<file path="config.mk">
export PLATFORM = sky130hd
export DESIGN_NAME = rr_arb_mux_8x1
export DESIGN_NICKNAME = d
export VERILOG_FILES = /design/src/rtl/mux_arb_pkg.sv /design/src/rtl/mux_8x1_nbit.sv /design/src/rtl/rr_pick8.sv /design/src/rtl/rr_arb_mux_8x1.sv
export SDC_FILE = /design/constraint.sdc
export NUM_CORES = 1
export LEC_CHECK = 0
export ABC_CLOCK_PERIOD_IN_PS = 5100
export CORE_ASPECT_RATIO = 1.5
export CORE_MARGIN = 1.5
export CORE_UTILIZATION = 49
export CTS_BUF_LIST = sky130_fd_sc_hd__clkbuf_4 sky130_fd_sc_hd__clkbuf_8
export DETAILED_ROUTE_END_ITERATION = 8
export PLACE_DENSITY_LB_ADDON = 0.3
export SLEW_MARGIN = 10
export SYNTH_ARGS = -nofsm -noshare
export SYNTH_HDL_FRONTEND = slang
export SYNTH_SLANG_ARGS = --single-unit
</file>
<file path="constraint.sdc">
create_clock -name clk -period 5.1 [get_ports clk]
set_input_delay 0.51 -clock clk [delete_from_list [all_inputs] [get_ports clk]]
set_output_delay 0.51 -clock clk [all_outputs]
set_load 0.03 [all_outputs]
</file>
<file path="src/rtl/mux_arb_pkg.sv">
`default_nettype none
// ============================================================================
// mux_arb_pkg : shared constants, FSM state type and helpers for rr_arb_mux_8x1
// Rev 1.0
// ============================================================================
package mux_arb_pkg;

  localparam int NUM_REQ = 8;
  localparam int SEL_W   = 3;

  typedef enum logic [0:0] {
    IDLE = 1'b0,
    HOLD = 1'b1
  } state_e;

  function automatic logic [NUM_REQ-1:0] onehot_from_idx(input logic [SEL_W-1:0] idx);
    logic [NUM_REQ-1:0] oh;
    oh      = '0;
    oh[idx] = 1'b1;
    return oh;
  endfunction

endpackage
`default_nettype wire

</file>
<file path="src/rtl/mux_8x1_nbit.sv">
`default_nettype none
// ============================================================================
// mux_8x1_nbit : plain 8-to-1 multiplexer of N-bit lanes
// Rev 1.0
// ============================================================================
module mux_8x1_nbit #(
  parameter int N = 3
) (
  input  logic [N-1:0] w0,
  input  logic [N-1:0] w1,
  input  logic [N-1:0] w2,
  input  logic [N-1:0] w3,
  input  logic [N-1:0] w4,
  input  logic [N-1:0] w5,
  input  logic [N-1:0] w6,
  input  logic [N-1:0] w7,
  input  logic [2:0]   s,
  output logic [N-1:0] f
);

  always_comb begin
    f = w0;
    case (s)
      3'd0: f = w0;
      3'd1: f = w1;
      3'd2: f = w2;
      3'd3: f = w3;
      3'd4: f = w4;
      3'd5: f = w5;
      3'd6: f = w6;
      3'd7: f = w7;
      default: f = w0;
    endcase
  end

endmodule
`default_nettype wire

</file>
<file path="src/rtl/rr_pick8.sv">
`default_nettype none
// ============================================================================
// rr_pick8 : first requester at or after ptr, wrapping 7->0 (rotate/FFS/unrotate)
// Rev 1.0
// ============================================================================
module rr_pick8
  import mux_arb_pkg::*;
(
  input  logic [NUM_REQ-1:0] req,
  input  logic [SEL_W-1:0]   ptr,
  output logic               found,
  output logic [SEL_W-1:0]   idx
);

  logic [2*NUM_REQ-1:0] w_dbl;
  logic [NUM_REQ-1:0]   w_rot;
  logic [SEL_W-1:0]     w_off;

  // Rotating right by ptr puts lane ptr at bit 0, so the lowest set bit wins.
  assign w_dbl = {req, req} >> ptr;
  assign w_rot = w_dbl[NUM_REQ-1:0];

  always_comb begin
    found = 1'b0;
    w_off = '0;
    for (int k = NUM_REQ - 1; k >= 0; k--) begin
      if (w_rot[k]) begin
        found = 1'b1;
        w_off = SEL_W'(k);
      end
    end
  end

  assign idx = ptr + w_off;

endmodule
`default_nettype wire

</file>
<file path="src/rtl/rr_arb_mux_8x1.sv">
`default_nettype none
// ============================================================================
// rr_arb_mux_8x1 : round-robin arbiter sharing one 8:1 mux, valid/ready output
// Optional: define RR_ARB_LOCK_EN to add a lock input for atomic bursts. Rev 1.0
// ============================================================================
module rr_arb_mux_8x1
  import mux_arb_pkg::*;
#(
  parameter int N = 3
) (
  input  logic               clk,
  input  logic               rst_n,
  input  logic [NUM_REQ-1:0] req,
  input  logic [N-1:0]       w0,
  input  logic [N-1:0]       w1,
  input  logic [N-1:0]       w2,
  input  logic [N-1:0]       w3,
  input  logic [N-1:0]       w4,
  input  logic [N-1:0]       w5,
  input  logic [N-1:0]       w6,
  input  logic [N-1:0]       w7,
  input  logic               f_ready,
`ifdef RR_ARB_LOCK_EN
  input  logic               lock,
`endif
  output logic [SEL_W-1:0]   s,
  output logic [NUM_REQ-1:0] gnt,
  output logic [N-1:0]       f,
  output logic               f_valid,
  output logic               busy
);

  state_e             state_q, state_d;
  logic [SEL_W-1:0]   ptr_q, ptr_d;
  logic [SEL_W-1:0]   s_q, s_d;
  logic [NUM_REQ-1:0] gnt_q, gnt_d;
  logic [N-1:0]       f_q, f_d;

  logic               w_xfer;
  logic               w_keep;
  logic [SEL_W-1:0]   w_xfer_ptr;
  logic [SEL_W-1:0]   w_pick_ptr;
  logic               w_found;
  logic [SEL_W-1:0]   w_idx;
  logic [SEL_W-1:0]   w_sel;
  logic [N-1:0]       w_mux_f;

  assign w_xfer = (state_q == HOLD) && f_ready;

`ifdef RR_ARB_LOCK_EN
  assign w_keep = lock && req[s_q];
`else
  assign w_keep = 1'b0;
`endif

  // On a transfer the pick must already see the advanced pointer.
  assign w_xfer_ptr = w_keep ? s_q : s_q + 1'b1;
  assign w_pick_ptr = w_xfer ? w_xfer_ptr : ptr_q;

  rr_pick8 u_pick (
    .req   (req),
    .ptr   (w_pick_ptr),
    .found (w_found),
    .idx   (w_idx)
  );

  assign w_sel = w_found ? w_idx : s_q;

  mux_8x1_nbit #(.N(N)) u_mux (
    .w0 (w0),
    .w1 (w1),
    .w2 (w2),
    .w3 (w3),
    .w4 (w4),
    .w5 (w5),
    .w6 (w6),
    .w7 (w7),
    .s  (w_sel),
    .f  (w_mux_f)
  );

  always_comb begin
    state_d = state_q;
    ptr_d   = ptr_q;
    s_d     = s_q;
    gnt_d   = gnt_q;
    f_d     = f_q;
    case (state_q)
      IDLE: begin
        if (w_found) begin
          state_d = HOLD;
          s_d     = w_idx;
          gnt_d   = onehot_from_idx(w_idx);
          f_d     = w_mux_f;
        end
      end
      HOLD: begin
        if (w_xfer) begin
          ptr_d = w_xfer_ptr;
          if (w_found) begin
            s_d   = w_idx;
            gnt_d = onehot_from_idx(w_idx);
            f_d   = w_mux_f;
          end else begin
            state_d = IDLE;
            gnt_d   = '0;
          end
        end
      end
      default: state_d = IDLE;
    endcase
  end

  always_ff @(posedge clk) begin
    if (!rst_n) begin
      state_q <= IDLE;
      ptr_q   <= '0;
      s_q     <= '0;
      gnt_q   <= '0;
      f_q     <= '0;
    end else begin
      state_q <= state_d;
      ptr_q   <= ptr_d;
      s_q     <= s_d;
      gnt_q   <= gnt_d;
      f_q     <= f_d;
    end
  end

  assign s       = s_q;
  assign gnt     = gnt_q;
  assign f       = f_q;
  assign f_valid = (state_q == HOLD);
  assign busy    = (state_q == HOLD);

endmodule
`default_nettype wire

</file>
Word-level counts from Yosys, hierarchy flattened
Cells that the tools add are included.

storage, ports and cells
  flip-flop bits (word level) = 18
  bits of input ports = 35
  logic and storage cells = 57

cells by class
  muxes and demuxes = 33
  reduce and logical (&&, ||, !) cells = 4
  equal/unequal tests = 9
  bitwise gates (word level) = 1
  $lt $le $gt $ge = 2
  shift-type cells = 1
  add/sub/neg operators = 2

operator list
  cell                   number
  $mux W3                13
  $mux W8                3
  $pmux W3 S8            1
  $pmux W8 S2            1
  $shr A16 B3 Y8         1
  $eq A3 B3 Y1 const B   4
  $pmux W3 S2            2
  $mux W1                11
  $eq A3 B2 Y1 const B   2
  $lt A3 B4 Y1 const B   1
  $ne A2 B1 Y1 const B   2
  $add A3 B1 Y3 const B  1
  $add A3 B3 Y3          1
  $demux W1 S3           1
  $eq A3 B1 Y1 const B   1
  $ge A3 B1 Y1 const B   1
  $logic_not A3 Y1       1
  $logic_and A1 B1 Y1    2
  $pmux W1 S2            1
  $reduce_and A2 Y1      1
  $not A1 Y1             1

Longest topological paths before layout
Gate-level depths: netlist of the first run.

  depth in word-level cells = 19
  mapped depth = 19
  gate-level depth less buffers = 18

Modules after synthesis
A second synthesis of the first run with hierarchy kept.

second synthesis, totals
  cell total of the unflattened synthesis = 176
  area total of the unflattened synthesis = 1,642.8 µm²

modules (own cells, without submodules)
  module          area an instance (µm²)  cells each  times used  sequential area each (µm²)
  rr_arb_mux_8x1  753.2                   75          1           360.3
  rr_pick8        651.9                   71          1           0.0
  mux_8x1_nbit    237.7                   30          1           0.0

Worst setup path after synthesis of the first run
No wires, ideal clock.

  path type = register to register
  start point = register s_q[1], in the netlist s[1]
  end point = register f_q[0], in the netlist f[0]
  required time = 4.979 ns
  slack = 1.030 ns
  stages on the path, launching flop included = 19
  clock period less this slack = 4.070 ns
  data arrival time = 3.949 ns
  buffers on the path = 1
  setup time = 0.121 ns
  path through = dfxtp_1 ha_1 xnor2_1 a31o_1 buf_2 a211oi_1 a211oi_1 a211oi_1 o221ai_2 nand2_1 nand3_1 fa_1 xnor2_1 inv_1 a41oi_1 o31ai_1 o211a_1 a211oi_2 nor3_2

on the way
  cells in the longest elaborated chain, start to end = 18
  elaborated cells between the ends (all ways) = 33
  those cells by class = add/sub: 2; eq/ne: 7; shift: 1; mux: 22; reduce/logical: 1

ends and longest elaborated chain
  what                                        RTL line                                     RTL
  from (decl)                                 rr_arb_mux_8x1.sv:35                         logic [SEL_W-1:0] s_q, s_d;
  from (signal assigned)                      rr_arb_mux_8x1.sv:118                        s_q <= '0;
  from (signal assigned)                      rr_arb_mux_8x1.sv:124                        s_q <= s_d;
  $add A3 B1 Y3                               rr_arb_mux_8x1.sv:57                         assign w_xfer_ptr = w_keep ? s_q : s_q + 1'b1;
  $mux W3                                     n/a
  $shr A16 B3 Y8                              rr_pick8.sv:20                               assign w_dbl = {req, req} >> ptr;
  $mux W3 (8 in series)                       rr_pick8.sv:27                               if (w_rot[k]) begin
  $add A3 B3 Y3                               rr_pick8.sv:34                               assign idx = ptr + w_off;
  $mux W3                                     n/a
  $eq A3 B3 Y1, or another cell as far along  mux_8x1_nbit.sv:23                           case (s)
  $pmux W3 S8                                 mux_8x1_nbit.sv:23
  $mux W3 *                                   rr_arb_mux_8x1.sv:90, rr_arb_mux_8x1.sv:100
  $mux W3                                     rr_arb_mux_8x1.sv:98                         if (w_xfer) begin
  $pmux W3 S2 *                               rr_arb_mux_8x1.sv:88                         case (state_q)
  to (signal assigned)                        rr_arb_mux_8x1.sv:120                        f_q <= '0;
  to (signal assigned)                        rr_arb_mux_8x1.sv:126                        f_q <= f_d;
  to (decl)                                   rr_arb_mux_8x1.sv:37                         logic [N-1:0] f_q, f_d;

Every way passes the cells marked *; elsewhere a longest branch is shown, timed or not. The select of a mux whose other input is x is not followed.
A chain may end at the register's enable or synchronous reset.

Final worst setup path of the first run
  start point = input port f_ready
  end point = register f_q[2], in the netlist f[2]

on the way
  cells in the longest elaborated chain, start to end = 18
  elaborated cells between the ends (all ways) = 34
  those cells by class = add/sub: 1; eq/ne: 8; shift: 1; mux: 22; reduce/logical: 2

ends and longest elaborated chain
  what                                        RTL line                                     RTL
  from (decl)                                 rr_arb_mux_8x1.sv:22                         input logic f_ready,
  $logic_and A1 B1 Y1 *                       rr_arb_mux_8x1.sv:48                         assign w_xfer = (state_q == HOLD) && f_ready;
  $mux W3                                     n/a
  $shr A16 B3 Y8                              rr_pick8.sv:20
  $mux W3 (8 in series)                       rr_pick8.sv:27
  $add A3 B3 Y3                               rr_pick8.sv:34
  $mux W3                                     n/a
  $eq A3 B3 Y1, or another cell as far along  mux_8x1_nbit.sv:23
  $pmux W3 S8                                 mux_8x1_nbit.sv:23
  $mux W3                                     rr_arb_mux_8x1.sv:90, rr_arb_mux_8x1.sv:100
  $mux W3                                     rr_arb_mux_8x1.sv:98
  $pmux W3 S2                                 rr_arb_mux_8x1.sv:88

Marked as above.

==> results of run 1 <==
[where the power goes]
group          internal, mW  switching, mW
sequential            0.176         0.0348
clock                0.0685         0.0475
combinational         0.333          0.428
[sequential cells by signal (all words and copies together), names as in the netlist]
signal  cells
gnt         8
f           3
s           3
ptr_q       3
busy        1
[layout make-up]
cell class / instances / share of cell area
multi-input cells: 169 / 0.558
well taps: 42 / 0.0227
flip-flops and latches: 18 / 0.156
inverters: 8 / 0.0130
repair buffers: 53 / 0.226
clock buffers: 4 / 0.0238
[per-stage QoR]
step	area, um2	hold slack [ps]	util
2_1_floorplan	1750	576	-
3_3_place_gp	2260	513	0.660
3_5_place_dp	2260	519	0.660
4_1_cts	2310	535	0.677
5_1_grt	2310	572	0.677
6_report	2310	528	0.677
[cell usage after synthesis (5+ instances only)]
cell type	count	area share
dfxtp_1	18	0.21
nand2_1	18	0.039
mux2i_1	16	0.092
a21oi_1	10	0.029
a22oi_1	8	0.034
and3_1	8	0.029
nor2b_1	8	0.029
a211oi_1	7	0.030
inv_1	7	0.015
mux2_2	7	0.045
nor2_1	7	0.015
o211a_1	5	0.029
[worst max-delay path: stages]
cell             delay [ps]
clkdlybuf4s50_1         540
a21o_2                  310
nand2_1                 310
mux2i_1                 340
a211oi_1                140
a211oi_1                310
o221ai_2                170
nand2_1                 100
nand3_1                  90
fa_1                    390
xnor2_1                 320
nand2b_1                100
mux2_2                  280
mux2_2                  300
o221ai_1                220
a211oi_2                130
nor3_2                  180
[layer usage]
metal / vias up / track usage / share of wire
li1: 882 / - / -
met1: 868 / 0.267 / 0.40
met2: 54 / 0.463 / 0.54
met3: 12 / 0.0275 / 0.038
met4: 0 / 0.0842 / 0.026
met5: - / 0 / 0
[path summary, 6_finish.rpt]
check,start,endpoint,cells after the start
worst max-delay path,f_ready,f[2],17
worst min-delay path,gnt[6],gnt[6],2
worst max register to register,s[1],f[2],17
worst min register to register,gnt[6],gnt[6],2
[cell families after synthesis]
| group | count (synthesis) |
|---|---|
| buffers and inverters | 19 |
| multiplexers | 27 |
| AO/OA/AOI/OAI | 67 |
| flip-flops | 18 |
| AND/OR/NAND/NOR | 70 |
| adder cells (fa/ha/maj) | 2 |
| XOR/XNOR | 3 |
==> impl_metrics.json, run 1 <==
{
  "status": "finished clean",
  "num_rows": 26,
  "finalNetCount": 290,
  "synth_seq_cells": 18,
  "multiInputGateArea_um2": 1290,
  "worstPathRequired_ps": 5280,
  "antenna_found_initial": 0,
  "end_kind": "register",
  "grt-ovfl-total": 0,
  "post_cts_buffers": 0,
  "yosys_warnings": 0,
  "post-place-ws_ps": 300,
  "dpl.hpwl_mm": 3.74,
  "drt-pass1-iter-count": 4,
  "clk_pin_slew_ps": 70,
  "synthMuxAreaShare": 0.178,
  "fill_cells": 304,
  "synth-seq-area-share": 0.206,
  "syn-num-nets": 243,
  "dp.cells": 290,
  "ant_nets": 0,
  "start_kind": "input port",
  "chipWidth_um": 51.7,
  "fmax_mhz": 219,
  "synth_xor_area_frac": 0.0151,
  "cts_tree": "built",
  "crit_type": "in2reg",
  "relSlewSlack": 0.534,
  "holdBufCountCts": 0,
  "syn_area_per_cell_um2": 8.47,
  "synth-edff-count": 0,
  "finalSetupViolations": 0,
  "cts_resized": 0,
  "synth_top_family_by_area": "compound AO/OA/AOI/OAI gates",
  "synthArstFlopShare": 0,
  "max_cap_violations": 0,
  "drt_iter0_markers": 50,
  "final-max-slew-violation-count": 0,
  "dieArea_um2": 3940,
  "cts_root_buf": "clkbuf_8",
  "via_per_inst": 6.18,
  "p_leak_nw": 0.924,
  "tightest_slew_ps": 698,
  "port_buffers": 50,
  "ir_drop_uv": 294,
  "grt_pass1_vias": 1789,
  "final.period_utilization": 0.896,
  "cts.sinks": 18,
  "die-height_um": 76.1,
  "clk_latency_ps": 250,
  "seq_area_um2": 360,
  "ios": 51,
  "grt_setup_unrepaired": "no",
  "drive_gt1_frac": 0.123,
  "yosys.area_share.simple": 0.227,
  "powerDensity_nw_per_um2": 470,
  "gp_congestion": 0.891,
  "cts_htree_levels": 1,
  "cts_made_buffers": 3,
  "synth_fa_ha_area_frac": 0.0186,
  "cp.arrival_ps": 4750,
  "wire_per_inst_um": 16.1,
  "power.total_mw": 1.09,
  "layout_min_cycle_time_ps": 4570,
  "setup_slack_ps": 532,
  "netlist-cell-type-count": 58,
  "skew_ps": 3.79,
  "grt_usage": 0.245,
  "vias": 1816,
  "start_util": 0.511,
  "route.detailed.drc": 0,
  "syn_to_final_growth_pct": 32.4,
  "hold_viol_final": 0,
  "reg2reg_slack_ps": 680,
  "grt_pass1_wl_mm": 7.76,
  "synth_compound_area_frac": 0.301,
  "wirelength_mm": 4.73,
  "n_antenna_cell": 0,
  "grt_max_degree": 19,
  "fin_tns_setup_ps": 0,
  "fin_cells": 294,
  "hold_class": "reg2reg",
  "mostFrequentLayoutCells": "clkdlybuf4s50_1, nand2_1, dfxtp_1, mux2i_1, a21oi_1",
  "clock_path_buffers": 2,
  "crit_path_max_fanout": 13,
  "ys.flop_type": "dfxtp_1",
  "final_common_cell": "clkdlybuf4s50_1",
  "netlist_instances": 206,
  "synth_area_um2": 1750,
  "fp.coreArea_um2": 3420
}
No activity file was read; power rests on OpenSTA's default activity.
==> run 2, diff against run 1 <==
--- a/config.mk
+++ b/config.mk
@@ -5,11 +5,12 @@
 export SDC_FILE = /design/constraint.sdc
 export NUM_CORES = 1
 export LEC_CHECK = 0
-export ABC_CLOCK_PERIOD_IN_PS = 5100
+export ABC_CLOCK_PERIOD_IN_PS = 5000
 export CORE_ASPECT_RATIO = 1.5
 export CORE_MARGIN = 1.5
 export CORE_UTILIZATION = 49
 export CTS_BUF_LIST = sky130_fd_sc_hd__clkbuf_4 sky130_fd_sc_hd__clkbuf_8
+export CTS_CLUSTER_SIZE = 30
 export DETAILED_ROUTE_END_ITERATION = 8
 export PLACE_DENSITY_LB_ADDON = 0.3
 export SLEW_MARGIN = 10
==> constraint.sdc (replaced) <==
create_clock -name clk -period 5 [get_ports clk]
set_input_delay 0.5 -clock clk [delete_from_list [all_inputs] [get_ports clk]]
set_output_delay 0.5 -clock clk [all_outputs]
set_load 0.03 [all_outputs]
==> impl_metrics.json, run 2 (synthesis gave the netlist of run 1 again) <==
{
  "grt_usage": 0.254,
  "clk_latency_ps": 260,
  "start_kind": "input port",
  "drt-pass1-iter-count": 4,
  "crit_type": "in2reg",
  "ant_nets": 0,
  "cts_root_buf": "clkbuf_8",
  "die-height_um": 76.1,
  "holdBufCountCts": 0,
  "worstPathRequired_ps": 5190,
  "via_per_inst": 6.18,
  "fmax_mhz": 218,
  "ir_drop_uv": 279,
  "port_buffers": 50,
  "seq_area_um2": 360,
  "vias": 1816,
  "grt_setup_unrepaired": "no",
  "max_cap_violations": 0,
  "tightest_slew_ps": 671,
  "clock_path_buffers": 2,
  "cp.arrival_ps": 4770,
  "fill_cells": 304,
  "wirelength_mm": 4.80,
  "cts_tree": "built",
  "post_cts_buffers": 0,
  "start_util": 0.511,
  "skew_ps": 2.19,
  "p_leak_nw": 0.924,
  "grt_pass1_wl_mm": 7.89,
  "fp.coreArea_um2": 3420,
  "finalNetCount": 290,
  "chipWidth_um": 51.7,
  "grt_pass1_vias": 1759,
  "layout_min_cycle_time_ps": 4580,
  "hold_viol_final": 0,
  "dieArea_um2": 3940,
  "dp.cells": 290,
  "dpl.hpwl_mm": 3.73,
  "wire_per_inst_um": 16.3,
  "grtUsageMet3": 0.0255,
  "grt.busiest_layer": "met2",
  "grt-ovfl-total": 0,
  "ios": 51,
  "powerDensity_nw_per_um2": 478,
  "gp_congestion": 0.892,
  "antenna_found_initial": 0,
  "cts_htree_levels": 1,
  "fin_cells": 294,
  "final-max-slew-violation-count": 0,
  "post-place-ws_ps": 210,
  "clk_pin_slew_ps": 70,
  "finalSetupViolations": 0,
  "end_kind": "register",
  "fin_tns_setup_ps": 0,
  "grt_max_degree": 19,
  "relSlewSlack": 0.552,
  "mostFrequentLayoutCells": "clkdlybuf4s50_1, nand2_1, dfxtp_1, mux2i_1, a21oi_1",
  "route.detailed.drc": 0,
  "grtUsageMet1": 0.279,
  "finalCoreUtilization": 0.677,
  "crit_path_max_fanout": 13,
  "drt_iter0_markers": 44,
  "final_common_cell": "clkdlybuf4s50_1",
  "use_met2": 0.476,
  "status": "finished clean",
  "multiInputGateArea_um2": 1290,
  "setup_slack_ps": 421,
  "final.period_utilization": 0.916,
  "num_rows": 26,
  "cts_made_buffers": 3,
  "cts.sinks": 18,
  "cts_resized": 0,
  "syn_to_final_growth_pct": 32.4,
  "drive_gt1_frac": 0.123,
  "largest_reg_flops": 8,
  "n_antenna_cell": 0,
  "hold_class": "reg2reg"
}
[run 2: cell counts in the layout (fill, tap and decap cells not counted)]
No cell type changed its count.
[run 2: report_power, final]
group | internal [mW] | leakage [nW] | switching, mW
Combinational | 0.340 | 0.748 | 0.431
Clock | 0.0701 | 0.0288 | 0.0507
Sequential | 0.179 | 0.148 | 0.0352
[run 2: layout make-up]
| type | count | share of cell area |
|---|---|---|
| timing repair buffer | 53 | 0.226 |
| clock buffer | 4 | 0.0238 |
| tap | 42 | 0.0227 |
| multi-input combinational | 169 | 0.558 |
| sequential | 18 | 0.156 |
| inverter | 8 | 0.0130 |
[run 2: per-layer routing]
layer  vias up  part of all wire
li1        884                 -
met1       851              0.40
met2        65              0.53
met3        16             0.042
met4         0             0.030
met5         -                 0
[run 2: critical path, stage by stage]
cell	delay [ps]
clkdlybuf4s50_1	540
a21o_2	310
nand2_1	320
a21oi_1	150
mux2i_1	360
mux2_2	330
o221ai_2	150
nand2_1	90
nand3_1	100
fa_1	400
xnor2_1	330
nand2b_1	90
mux2_2	270
mux2_2	300
o221ai_1	210
a211oi_2	120
nor3_2	190
[run 2: path summary, 6_finish.rpt]
check | endpoint | depth (start not counted) | from | slack, ps
setup / recovery | f[2] | 17 | f_ready | 420
hold / removal | gnt[7] | 2 | gnt[7] | 540
setup reg to reg | f[2] | 16 | s[1] | 570
hold reg to reg | gnt[7] | 2 | gnt[7] | 540
[run 2: metrics by stage]
stage	area (um2)	hold slack [ps]	total power, mW
after global placement	2260	512	0.970
after CTS	2310	543	1.10
after floorplan	1750	576	0.771
final	2310	539	1.11
after detailed placement	2260	519	0.981
after global routing	2310	572	1.18
==> run 3, diff against run 2 <==
--- a/config.mk
+++ b/config.mk
@@ -5,7 +5,6 @@
 export SDC_FILE = /design/constraint.sdc
 export NUM_CORES = 1
 export LEC_CHECK = 0
-export ABC_CLOCK_PERIOD_IN_PS = 5000
 export CORE_ASPECT_RATIO = 1.5
 export CORE_MARGIN = 1.5
 export CORE_UTILIZATION = 49
==> results of run 3 <==
No change in the layout: final DEF, timing and power equal those of run 2.
